$ cat src/rtl/cnt_enable_ctrl.sv
// cnt_enable_ctrl
//   Upstream control stage for an n-bit counter. A raw push-button and a raw
//   run switch become the counter's count enable. Two modes are supported:
//   single-step, with one cnt pulse per debounced press, and free-run, with
//   cnt held high. Free-run can halt on the counter's carry-out.
//
// Parameters
//   DB_CNT      consecutive cycles a synchronized btn level must differ from
//               the debounced level before the debounced level flips (>=2)
//   REPEAT_DLY  cycles between auto-repeat step pulses while btn is held
//               (only with AUTO_REPEAT_EN; >=2)
//
// Ports
//   clock       single clock, all logic on the rising edge
//   reset       synchronous, active-high; clears all state
//   btn         raw asynchronous push-button (bouncy)
//   run         raw asynchronous run switch (level)
//   stop_on_co  1: free-run halts when co is seen (static, clock-synchronous)
//   co          carry-out fed back from the counter
//   cnt         registered count enable to the counter
//   halted      registered, 1 while the controller sits in HALT
//
// Configuration macro
//   AUTO_REPEAT_EN  when defined, a held button re-triggers a step pulse
//                   every REPEAT_DLY+1 cycles after the first one.
module cnt_enable_ctrl #(
  parameter int DB_CNT     = 16,
  parameter int REPEAT_DLY = 32
) (
  input  logic clock,
  input  logic reset,
  input  logic btn,
  input  logic run,
  input  logic stop_on_co,
  input  logic co,
  output logic cnt,
  output logic halted
);

  localparam int DBW = $clog2(DB_CNT);
  localparam logic [DBW-1:0] DB_LAST = DBW'(DB_CNT - 1);

  typedef enum logic [2:0] {
    IDLE,
    STEP,
    WAIT_REL,
    RUN,
    HALT
  } state_t;

  state_t state;
  state_t state_nxt;

  logic btn_m;
  logic btn_s;
  logic run_m;
  logic run_s;

  logic           btn_db;
  logic           btn_db_prev;
  logic [DBW-1:0] db_c;
  logic           btn_rise;

  logic cnt_nxt;
  logic halted_nxt;

  // Two-flop synchronizers for both asynchronous inputs. The run switch is
  // a clean level, so it is only synchronized, not debounced.
  always_ff @(posedge clock) begin
    if (reset) begin
      btn_m <= 1'b0;
      btn_s <= 1'b0;
      run_m <= 1'b0;
      run_s <= 1'b0;
    end else begin
      btn_m <= btn;
      btn_s <= btn_m;
      run_m <= run;
      run_s <= run_m;
    end
  end

  // Debouncer: db_c counts consecutive cycles where the synchronized button
  // disagrees with the debounced level. Any agreeing cycle restarts the count,
  // so a glitch shorter than DB_CNT cycles never reaches btn_db.
  always_ff @(posedge clock) begin
    if (reset) begin
      btn_db <= 1'b0;
      db_c   <= '0;
    end else if (btn_s == btn_db) begin
      db_c <= '0;
    end else if (db_c == DB_LAST) begin
      btn_db <= btn_s;
      db_c   <= '0;
    end else begin
      db_c <= db_c + DBW'(1);
    end
  end

  // Previous debounced level, used to find the press (rising) edge.
  always_ff @(posedge clock) begin
    if (reset) begin
      btn_db_prev <= 1'b0;
    end else begin
      btn_db_prev <= btn_db;
    end
  end

  assign btn_rise = btn_db & ~btn_db_prev;

`ifdef AUTO_REPEAT_EN
  localparam int RPW = $clog2(REPEAT_DLY);
  localparam logic [RPW-1:0] RP_LAST = RPW'(REPEAT_DLY - 1);

  logic [RPW-1:0] rp_c;
  logic           rp_done;

  assign rp_done = (rp_c == RP_LAST);

  // Repeat timer only advances while waiting for release. Holding it at zero
  // everywhere else means it always starts from zero on WAIT_REL entry.
  always_ff @(posedge clock) begin
    if (reset) begin
      rp_c <= '0;
    end else if ((state == WAIT_REL) && !rp_done) begin
      rp_c <= rp_c + RPW'(1);
    end else begin
      rp_c <= '0;
    end
  end
`endif

  // Next-state and next-output logic. Outputs are decoded from the next
  // state so cnt/halted are registered alongside the state itself.
  always_comb begin
    state_nxt  = state;
    cnt_nxt    = 1'b0;
    halted_nxt = 1'b0;
    case (state)
      IDLE: begin
        // A same-cycle run request beats a button press.
        if (run_s) begin
          state_nxt = RUN;
        end else if (btn_rise) begin
          state_nxt = STEP;
        end
      end
      STEP: begin
        state_nxt = WAIT_REL;
      end
      WAIT_REL: begin
        // run is deliberately ignored until the button is released.
        if (!btn_db) begin
          state_nxt = IDLE;
`ifdef AUTO_REPEAT_EN
        end else if (rp_done) begin
          state_nxt = STEP;
`endif
        end
      end
      RUN: begin
        // Dropping run wins over a simultaneous carry-out. On a halt the
        // counter wraps on the same edge, leaving it parked at zero.
        if (!run_s) begin
          state_nxt = IDLE;
        end else if (stop_on_co && co) begin
          state_nxt = HALT;
        end
      end
      HALT: begin
        if (!run_s) begin
          state_nxt = IDLE;
        end
      end
      default: begin
        state_nxt = IDLE;
      end
    endcase
    cnt_nxt    = (state_nxt == STEP) || (state_nxt == RUN);
    halted_nxt = (state_nxt == HALT);
  end

  // State and registered outputs.
  always_ff @(posedge clock) begin
    if (reset) begin
      state  <= IDLE;
      cnt    <= 1'b0;
      halted <= 1'b0;
    end else begin
      state  <= state_nxt;
      cnt    <= cnt_nxt;
      halted <= halted_nxt;
    end
  end

endmodule
$ cat config.mk
export PLATFORM = sky130hd
export DESIGN_NAME = cnt_enable_ctrl
export DESIGN_NICKNAME = d
export VERILOG_FILES = /design/src/rtl/cnt_enable_ctrl.sv
export SDC_FILE = /design/constraint.sdc
export NUM_CORES = 1
export LEC_CHECK = 0
export ABC_AREA = 1
export BUFFER_PORTS_ARGS = -buffer_cell sky130_fd_sc_hd__buf_2
export CAP_MARGIN = 10
export CORE_AREA = 2 2 39 41
export DETAILED_ROUTE_END_ITERATION = 8
export DIE_AREA = 0 0 41 43
export HOLD_SLACK_MARGIN = 0.12
export PLACE_DENSITY_LB_ADDON = 0.25
export SYNTH_ARGS = -nofsm -noshare
export SYNTH_HDL_FRONTEND = slang
export SYNTH_SLANG_ARGS = --single-unit
$ cat constraint.sdc
create_clock -name clock -period 1.4 [get_ports clock]
set_clock_uncertainty 0.2 [all_clocks]
set_input_delay 0.14 -clock clock [delete_from_list [all_inputs] [get_ports clock]]
set_output_delay 0.14 -clock clock [all_outputs]
set_load 0.01 [all_outputs]
Word level (Yosys, flattened, before mapping)
Cells that the tools add are included.

Register bits: 15. Input bits: 6. Output and inout bits: 2. Logic and storage cells: 35.

$add $sub $neg: 1. Eq/ne operators: 9. Multiplexer cells: 7. Bitwise gates (word level): 3. Reduce and logical (&&, ||, !) cells: 5.

Operators with widths (count): $mux 3 (6); $pmux 3 s5 (1); $eq 3x2->1 const B (3); $eq 3x1->1 const B (2); $eq 3x3->1 const B (2); $add 4x1->4 const B (1); $eq 4x4->1 const B (1); $logic_not 3->1 (1); $reduce_or 3->1 (1); $not 1->1 (2); $reduce_and 2->1 (1); $and 1x1->1 (1); $eq 1x1->1 (1); $logic_and 1x1->1 (1); $logic_or 1x1->1 (1).

Depth between registers and ports, before layout
Gate-level depths: netlist of run 1.

Word-level depth: 7. Mapped depth: 7. Gate-level depth less buffers: 7.

Least setup slack after synthesis of run 1
No wires, ideal clock.

Path type: register to register. Start point: reg db_c[0]. End point: reg btn_db. Library setup time: 0.119 ns. Data arrival time: 0.785 ns. Required time: 1.081 ns. Slack: 0.296 ns. Stages on the path, launching flop included: 5. Path buffers: 0. Period minus slack after synthesis: 1.104 ns. Cell sequence: dfxtp_1 -> ha_1 -> nand3_1 -> o21ai_0 -> a21oi_1.

Longest elaborated chain between the ends: 2.

RTL lines: from (decl) (line 61) `logic [DBW-1:0] db_c;`; from (signal assigned) (line 96) `db_c <= db_c + DBW'(1);`; $eq 4x4->1 (line 92) `end else if (db_c == DB_LAST) begin`; $reduce_and 2->1 (no source line); to (signal assigned) (line 93) `btn_db <= btn_s;`; to (decl) (line 59) `logic btn_db;`.

Every way passes these cells. A chain may end at the register's enable or synchronous reset.

Worst setup path in the final report of run 1
Start point: reg db_c[0]. End point: reg db_c[1].

Longest elaborated chain between the ends: 2.

RTL lines: parallel branches: the longest is 2 deep, another holds $add 4x1->4.

Several ways; the timed one is not identified.

==> out/results.ini, run 1 <==
[floorplan]
die_y_um=43
initial_core_util_pct=39.5
ios=8
dieWidth_um=41
rows=14
coreArea_um2=1380
die-area_um2=1760

[sta]
max_slew_margin_pct=82.9
max_freq_ghz=0.825
fin_crit_ns=1.21
drv_slew=0
report.final.hold_viol_count=0
setup_viol=0
period_share_pct=86.6
setup_tns_ns=0
timing.hold.ws_ns=0.208
rsz0062_at_grt=false
worstMarginPinSlew_ns=0.254

[placed_design]
dp.cells=90
port_buffers=7
dpl.hpwl_um=600
place_congestion=0.702

[logic_synthesis]
synthMuxAreaShare_pct=0
syn_area_um2=547
synth_compound_area_share_pct=8.01
ys_warn_count=0
synth-edff-count=0
synthesis.nets=75
netlist_instances=68
synthAdderAreaFrac_pct=2.29
synth-simple-area-share_pct=20.8
synth.avg_cell_area_um2=8.04
ys_seq_area_share_pct=54.9
synth_top_family_by_area=simple AND/OR/NAND/NOR gates
ys_types=13
synth_xor_area_share_pct=4.81
ys_async_sr_fraction_pct=0
ys_seq_elements=15
synth_ff_type=dfxtp_1

[worst_setup_path]
end_kind=flop
crit_path_start_kind=flop
path_buf_inv=0
cpMaxStageDelayCell=dfxtp_1
required_ns=1.39
critPathKind=flop to flop
crit_chain=ha_1 -> nand3_1 -> nand3_1 -> nor2_1
crit_path_max_incr_delay_ns=0.37
path_max_fanout=4
cpMostUsedCell=nand3_1
arrival_ns=1.20
cpLargestDelayFamily=flip-flops

[routing]
ant_nets=0
drt_pass1_iterations=4
drc=0
drt-wirelength-per-cell_um=8.75
drt_first_iter_violations=8
drt_wl_total_um=866
dr_total_vias=438
vias_per_cell=4.42

[layout]
nets=91
syn_to_final_growth_pct=23.1
reg.largest.list=db_c x4, state x3
top_register=db_c
final_util_pct=48.6
finalNonFillerCells=99
largest_reg_flops=4
antenna_cells=0
drive_gt1_share_pct=13.3

[power]
comb_power_share_pct=6.5
power.total_uw=744
switching_share_pct=23.1
p_seq_share_pct=59.4
p_per_area_nw_per_um2=1110
switching_power_uw=172
pwr-share-clk_pct=34.1
ir_worst_vdd_v=0.000649
leakage_uw=0.000306
internal-power_uw=572

[global_route]
grt_max_degree=9
gr-total-overflow=0
grt_pass1_wl_mm=1.42
grt_pass1_vias=387
antenna_found_initial=0
grtUsageTotal_pct=12.5

[clock_tree]
clk_latency_ns=0.29
path_clk_slew_ns=0.09
cts_made_buffers=3
cts_tree=done
clock_sinks=15
cts_root_buf=clkbuf_4
clk_path_buf_depth=2
h-tree-depth=1

[run_status]
status=completed

[worst_hold_path]
hold_path.class=flop to flop

[job]
drv_cap=0

## routing by layer
| layer | up-vias | global-route usage, % | wire [um] |
|---|---|---|---|
| li1 | 237 | - | - |
| met1 | 187 | 15.0 | 437 |
| met2 | 10 | 16.9 | 360 |
| met3 | 4 | 4.71 | 42 |
| met4 | 0 | 10.0 | 26 |
| met5 | - | 0 | 0 |
## through the flow
step | worst slack, ns | area [um2]
after floorplan | 0.296 | 547
after detailed placement | 0.208 | 597
after global routing | 0.107 | 673
final | 0.188 | 673
after global placement | 0.249 | 597
after CTS | 0.197 | 673
## worst reg2reg max path, cell delays in order (launching register included)
cell     delay (ns)
dfxtp_1        0.37
ha_1           0.20
nand3_1        0.11
nand3_1        0.17
nor2_1         0.06
## Yosys cell counts, types with 2 or more instances
cell type	instances	share of area, %
a21oi_1	4	3.7
nand3_1	5	4.6
inv_1	12	8.2
nand2_1	7	4.8
xor2_1	2	3.2
dfxtp_1	15	55
o21ai_0	3	2.7
nor2_1	15	10
## final timing paths
path / from / to / slack (ns) / depth (start not counted)
worst max-delay path: db_c[0]$_SDFF_PP0_ / db_c[1]$_SDFF_PP0_ / 0.19 / 4
worst min-delay path: run_m$_SDFF_PP0_ / run_s$_SDFF_PP0_ / 0.21 / 2
worst max register to register: db_c[0]$_SDFF_PP0_ / db_c[1]$_SDFF_PP0_ / 0.19 / 4
worst min register to register: run_m$_SDFF_PP0_ / run_s$_SDFF_PP0_ / 0.21 / 2
## power groups by stage
stage / clock [uW] / sequential [uW] / combinational, uW
2_1_floorplan: 0 / 451 / 26.0
3_3_place_gp: 0 / 452 / 36.7
3_5_place_dp: 0 / 452 / 37.5
4_1_cts: 256 / 442 / 48.4
5_1_grt: 276 / 444 / 54.6
6_report: 254 / 442 / 48.1
## what timing repair did
| action | in CTS | in global routing |
|---|---|---|
| endpoints found under the hold margin | 11 | 0 |
| hold buffers | 5 | 0 |
| buffers inserted | 0 | 0 |
| gates resized for setup | 0 | 0 |
## area by class of cell
class                   count  area (um2)
well taps                  16        20.0
multi-input cells          40         196
fillers                   130         711
flip-flops and latches     15         300
clock buffers               4        26.3
inverters                  12        45.0
repair buffers             12        85.1
## kinds of logic after synthesis
kind of cell | Yosys count
simple gates | 28
flops | 15
buf+inv | 13
compound gates | 8
xor+xnor | 3
fa+ha+maj | 1
## cells in the final DEF, fill, tap and decap left out, types with 2 or more instances in the layout
| master | instances |
|---|---|
| nand3_1 | 5 |
| xor2_1 | 2 |
| inv_1 | 12 |
| nor2_1 | 15 |
| a21oi_1 | 4 |
| o21ai_0 | 3 |
| dlygate4sd3_1 | 5 |
| nand2_1 | 7 |
| buf_2 | 7 |
| clkbuf_4 | 3 |
| dfxtp_1 | 15 |
Power figures use the tool's default switching activity.
==> run 2: changes to the inputs <==
--- a/config.mk
+++ b/config.mk
@@ -12,7 +12,7 @@
 export DETAILED_ROUTE_END_ITERATION = 8
 export DIE_AREA = 0 0 41 43
 export HOLD_SLACK_MARGIN = 0.12
-export PLACE_DENSITY_LB_ADDON = 0.25
+export PLACE_DENSITY_LB_ADDON = 0.05
 export SYNTH_ARGS = -nofsm -noshare
 export SYNTH_HDL_FRONTEND = slang
 export SYNTH_SLANG_ARGS = --single-unit
==> run 2 against run 1 <==
  * Critical endpoint unchanged
  * Worst setup slack worse by 0.0022 ns
  * Highest routed layer unchanged
  * Final area unchanged
  * First-iteration DRC count down 25%
  * Cell count unchanged
==> out/results.ini, run 2 (same netlist as run 1, synthesis figures left out) <==
[routing]
drt-wirelength-per-cell_um=8.98
drt_wl_total_um=889
ant_nets=0
drt_first_iter_violations=6
vias_per_cell=4.27
drc=0
dr_total_vias=423
drt_pass1_iterations=3

[sta]
max_slew_margin_pct=83.4
max_freq_ghz=0.824
setup_tns_ns=0
drv_slew=0
period_share_pct=86.7
setup_ws_ns=0.186
report.final.hold_viol_count=0
rsz0062_at_grt=false
timing.hold.ws_ns=0.205
worstMarginPinSlew_ns=0.246
setup_viol=0
fin_crit_ns=1.21

[floorplan]
initial_core_util_pct=39.5
die-area_um2=1760
rows=14
ios=8
coreArea_um2=1380
die_y_um=43
dieWidth_um=41

[layout]
syn_to_final_growth_pct=23.1
largest_reg_flops=4
reg.largest.list=db_c x4, state x3
antenna_cells=0
nets=91
final_cell_area_um2=673
top_register=db_c
drive_gt1_share_pct=13.3
layout_common_cells=15 x nor2_1, 15 x dfxtp_1, 12 x inv_1, 7 x nand2_1, 7 x buf_2

[placed_design]
dpl-instance-area_um2=597
port_buffers=7
place_congestion=0.694
dpl.hpwl_um=637
pre_cts_ws_ns=0.217

[global_route]
grt_max_degree=9
grt_pass1_wl_mm=1.46
gr-total-overflow=0
grtUsageTotal_pct=12.8
antenna_found_initial=0
grt_pass1_vias=394

[clock_tree]
cts_tree=done
cts_root_buf=clkbuf_4
clk_latency_ns=0.27
clock_sinks=15
ctsResizeCount=0
h-tree-depth=1
path_clk_slew_ns=0.08
cts_made_buffers=3
cts_setup_buffers=0
clk_path_buf_depth=2
holdBufCountCts=5

[worst_setup_path]
path_max_fanout=8
end_kind=flop
r2r_setup_slack_ns=0.21
crit_end=db_c[1]$_SDFF_PP0_
critPathKind=input port to flop
crit_path_start_kind=input port
arrival_ns=1.22
crit_path_start=reset
rr_worst_depth=4
r2r-start=db_c[0]$_SDFF_PP0_
required_ns=1.41
rr_endpoint=db_c[1]$_SDFF_PP0_

[worst_hold_path]
hold_path.class=flop to flop

[power]
p_per_area_nw_per_um2=1070
ir_worst_vdd_v=0.000572
leakage_uw=0.000306

[run_status]
status=completed

[job]
drv_cap=0

-- run 2: cell type report --
cell class                      count  area, um2
Clock buffer                        4       26.3
Fill cell                         137        711
Multi-Input combinational cell     40        196
Timing Repair Buffer               12       85.1
Tap cell                           16       20.0
Inverter                           12       45.0
Sequential cell                    15        300
-- run 2: report_power, final --
part,total (uW),leakage [uW],internal [uW],switching [uW]
Combinational,47.9,0.000169,25.0,22.8
Sequential,442,0.000122,436,6.12
Clock,232,0.0000150,110,122
Total,723,0.000306,572,151
-- run 2: how the worst min path moves through the flow --
stage,startpoint,to,slack (ns),cells after the start
after global routing,btn_m$_SDFF_PP0_,btn_s$_SDFF_PP0_,0.23,2
after floorplan,btn,btn_m$_SDFF_PP0_,0.05,2
after CTS,run_m$_SDFF_PP0_,run_s$_SDFF_PP0_,0.21,2
after global placement,run,run_m$_SDFF_PP0_,0.14,3
after detailed placement,run,run_m$_SDFF_PP0_,0.15,3
final,btn_m$_SDFF_PP0_,btn_s$_SDFF_PP0_,0.21,2
-- run 2: stage by stage --
step                util [%]  power, uW  instances
finish                  48.6        723         99
floorplan                  -        477         68
detailed placement      43.1        491         90
CTS                     48.6        738         99
global route            48.6        766         99
global placement        43.1        490         90
-- run 2: routing by layer --
| layer | share of wire (%) | track usage, % |
|---|---|---|
| met1 | 51 | 13.4 |
| met2 | 43 | 19.4 |
| met3 | 3.7 | 3.14 |
| met4 | 2.1 | 12.0 |
| met5 | 0 | 0 |
-- run 2: critical path, stage by stage --
cell	delay (ns)
dlygate4sd3_1	0.53
buf_2	0.17
inv_1	0.11
nand3_1	0.15
nor2_1	0.12
==> run 3: changes to the inputs <==
==> constraint.sdc (replaced) <==
create_clock -name clock -period 1.27 [get_ports clock]
set_clock_uncertainty 0.2 [all_clocks]
set_input_delay 0.127 -clock clock [delete_from_list [all_inputs] [get_ports clock]]
set_output_delay 0.127 -clock clock [all_outputs]
set_load 0.01 [all_outputs]
==> run 3 against run 2 <==
  * Via count up 1.7%
  * Flip-flop and latch count unchanged
  * Wire length up 2.2%
  * Register-to-register slack got worse by 0.14 ns
  * Cell count unchanged
  * Critical path depth down 1
  * Clock power increased by 11%
  * Sequential share of layout area shrank 0.57 points
  * Combinational power is 14% higher
  * Total power is 11% higher
  * Die area did not move
  * Critical endpoint is now btn_db$_SDFFE_PP0P_
  * Highest routed layer unchanged
==> out/results.ini, run 3 (same netlist as run 1, synthesis figures left out) <==
[floorplan]
die-area_um2=1760
rows=14
ios=8
coreArea_um2=1380
dieWidth_um=41
initial_core_util_pct=39.5
die_y_um=43

[layout]
syn_to_final_growth_pct=24.7
nets=91
antenna_cells=0
top_register=db_c
reg.largest.list=db_c x4, state x3
drive_gt1_share_pct=15.7
layout_common_cells=15 x nor2_1, 15 x dfxtp_1, 12 x inv_1, 7 x nand2_1, 7 x buf_2
fillCellCount=138
regArea_um2=300
largest_reg_flops=4
final_cell_area_um2=682
multi_input_area_um2=205

[placed_design]
pre_cts_ws_ns=0.0873
place_congestion=0.694
dpl.hpwl_um=637
port_buffers=7
dpl-instance-area_um2=597

[sta]
period_share_pct=94.6
max_slew_margin_pct=83.4
max_freq_ghz=0.833
setup_ws_ns=0.0689
report.final.hold_viol_count=0
rsz0062_at_grt=false
fin_crit_ns=1.20
setup_tns_ns=0
setup_viol=0
drv_slew=0
worstMarginPinSlew_ns=0.246

[routing]
vias_per_cell=4.34
drt_wl_total_um=909
wl_met2_um=393
met3WireLength_um=33
met1_length_um=462
drt_pass1_iterations=3
drc=0
drt-wirelength-per-cell_um=9.18
ant_nets=0
dr_total_vias=430
drt_first_iter_violations=8
highest_layer=met4

[global_route]
grt_pass1_vias=394
grtUsageTotal_pct=12.8
antenna_found_initial=0
grt_max_degree=9
gr-total-overflow=0
grt_pass1_wl_mm=1.46

[clock_tree]
clk_latency_ns=0.27
h-tree-depth=1
path_clk_slew_ns=0.08
clock_sinks=15
clk_path_buf_depth=2
cts_setup_buffers=0
cts_made_buffers=3
cts_root_buf=clkbuf_4
cts_tree=done

[job]
drv_cap=0

[power]
leakage_uw=0.000306
ir_worst_vdd_v=0.000635
p_per_area_nw_per_um2=1170

[worst_setup_path]
end_kind=flop
required_ns=1.24
arrival_ns=1.17
crit_path_start_kind=flop
critPathKind=flop to flop
path_max_fanout=3

[run_status]
status=completed

[worst_hold_path]
hold_path.class=flop to flop

==> run 3: changes by cell type in the layout (fill, tap and decap cells not counted) <==
cell     change
nand3_2      +1
nand3_1      -1
a21oi_2      +1
a21oi_1      -1
==> run 3: stage by stage <==
step           util, %  hold slack, ns  power (uW)  cells
2_1_floorplan        -          0.0340         526     68
3_3_place_gp      43.1           0.127         540     90
3_5_place_dp      43.1           0.134         541     90
4_1_cts           48.6           0.209         814     99
5_1_grt           49.3           0.226         846     99
6_report          49.3           0.204         800     99
==> run 3: power by group <==
group | total, uW | internal, uW | switching (uW)
Combinational | 54.7 | 28.0 | 26.6
Clock | 257 | 122 | 136
Sequential | 488 | 481 | 6.72
Total | 800 | 631 | 169
==> run 3: timing repair <==
| item | in CTS | in global routing |
|---|---|---|
| hold buffers | 5 | 0 |
| resized for setup | 0 | 2 |
| endpoints found under the setup margin | 0 | 3 |
| hold endpoints to repair | 11 | 0 |
==> run 3: cell type report <==
cell class	instances	area share, %
flip-flops and latches	15	44.0
clock buffers	4	3.85
repair buffers	12	12.5
well taps	16	2.94
inverters	12	6.61
multi-input cells	40	30.1
==> run 3: worst paths after layout <==
check / start / to / slack, ns / cells past startpoint
max: db_c[0]$_SDFF_PP0_ / btn_db$_SDFFE_PP0P_ / 0.07 / 4
min: btn_m$_SDFF_PP0_ / btn_s$_SDFF_PP0_ / 0.20 / 2
min reg2reg: btn_m$_SDFF_PP0_ / btn_s$_SDFF_PP0_ / 0.20 / 2
max reg2reg: db_c[0]$_SDFF_PP0_ / btn_db$_SDFFE_PP0P_ / 0.07 / 4
==> run 3: critical path: stages, from the launching register on <==
cell     delay, ns
dfxtp_1       0.36
ha_1          0.18
nand3_1       0.13
o21ai_0       0.17
a21oi_1       0.05
==> run 3: metal layers <==
metal | vias up | global-route usage [%]
met3 | 2 | 3.14
met4 | 0 | 12.0
met1 | 180 | 13.4
li1 | 241 | -
met2 | 7 | 19.4
met5 | - | 0
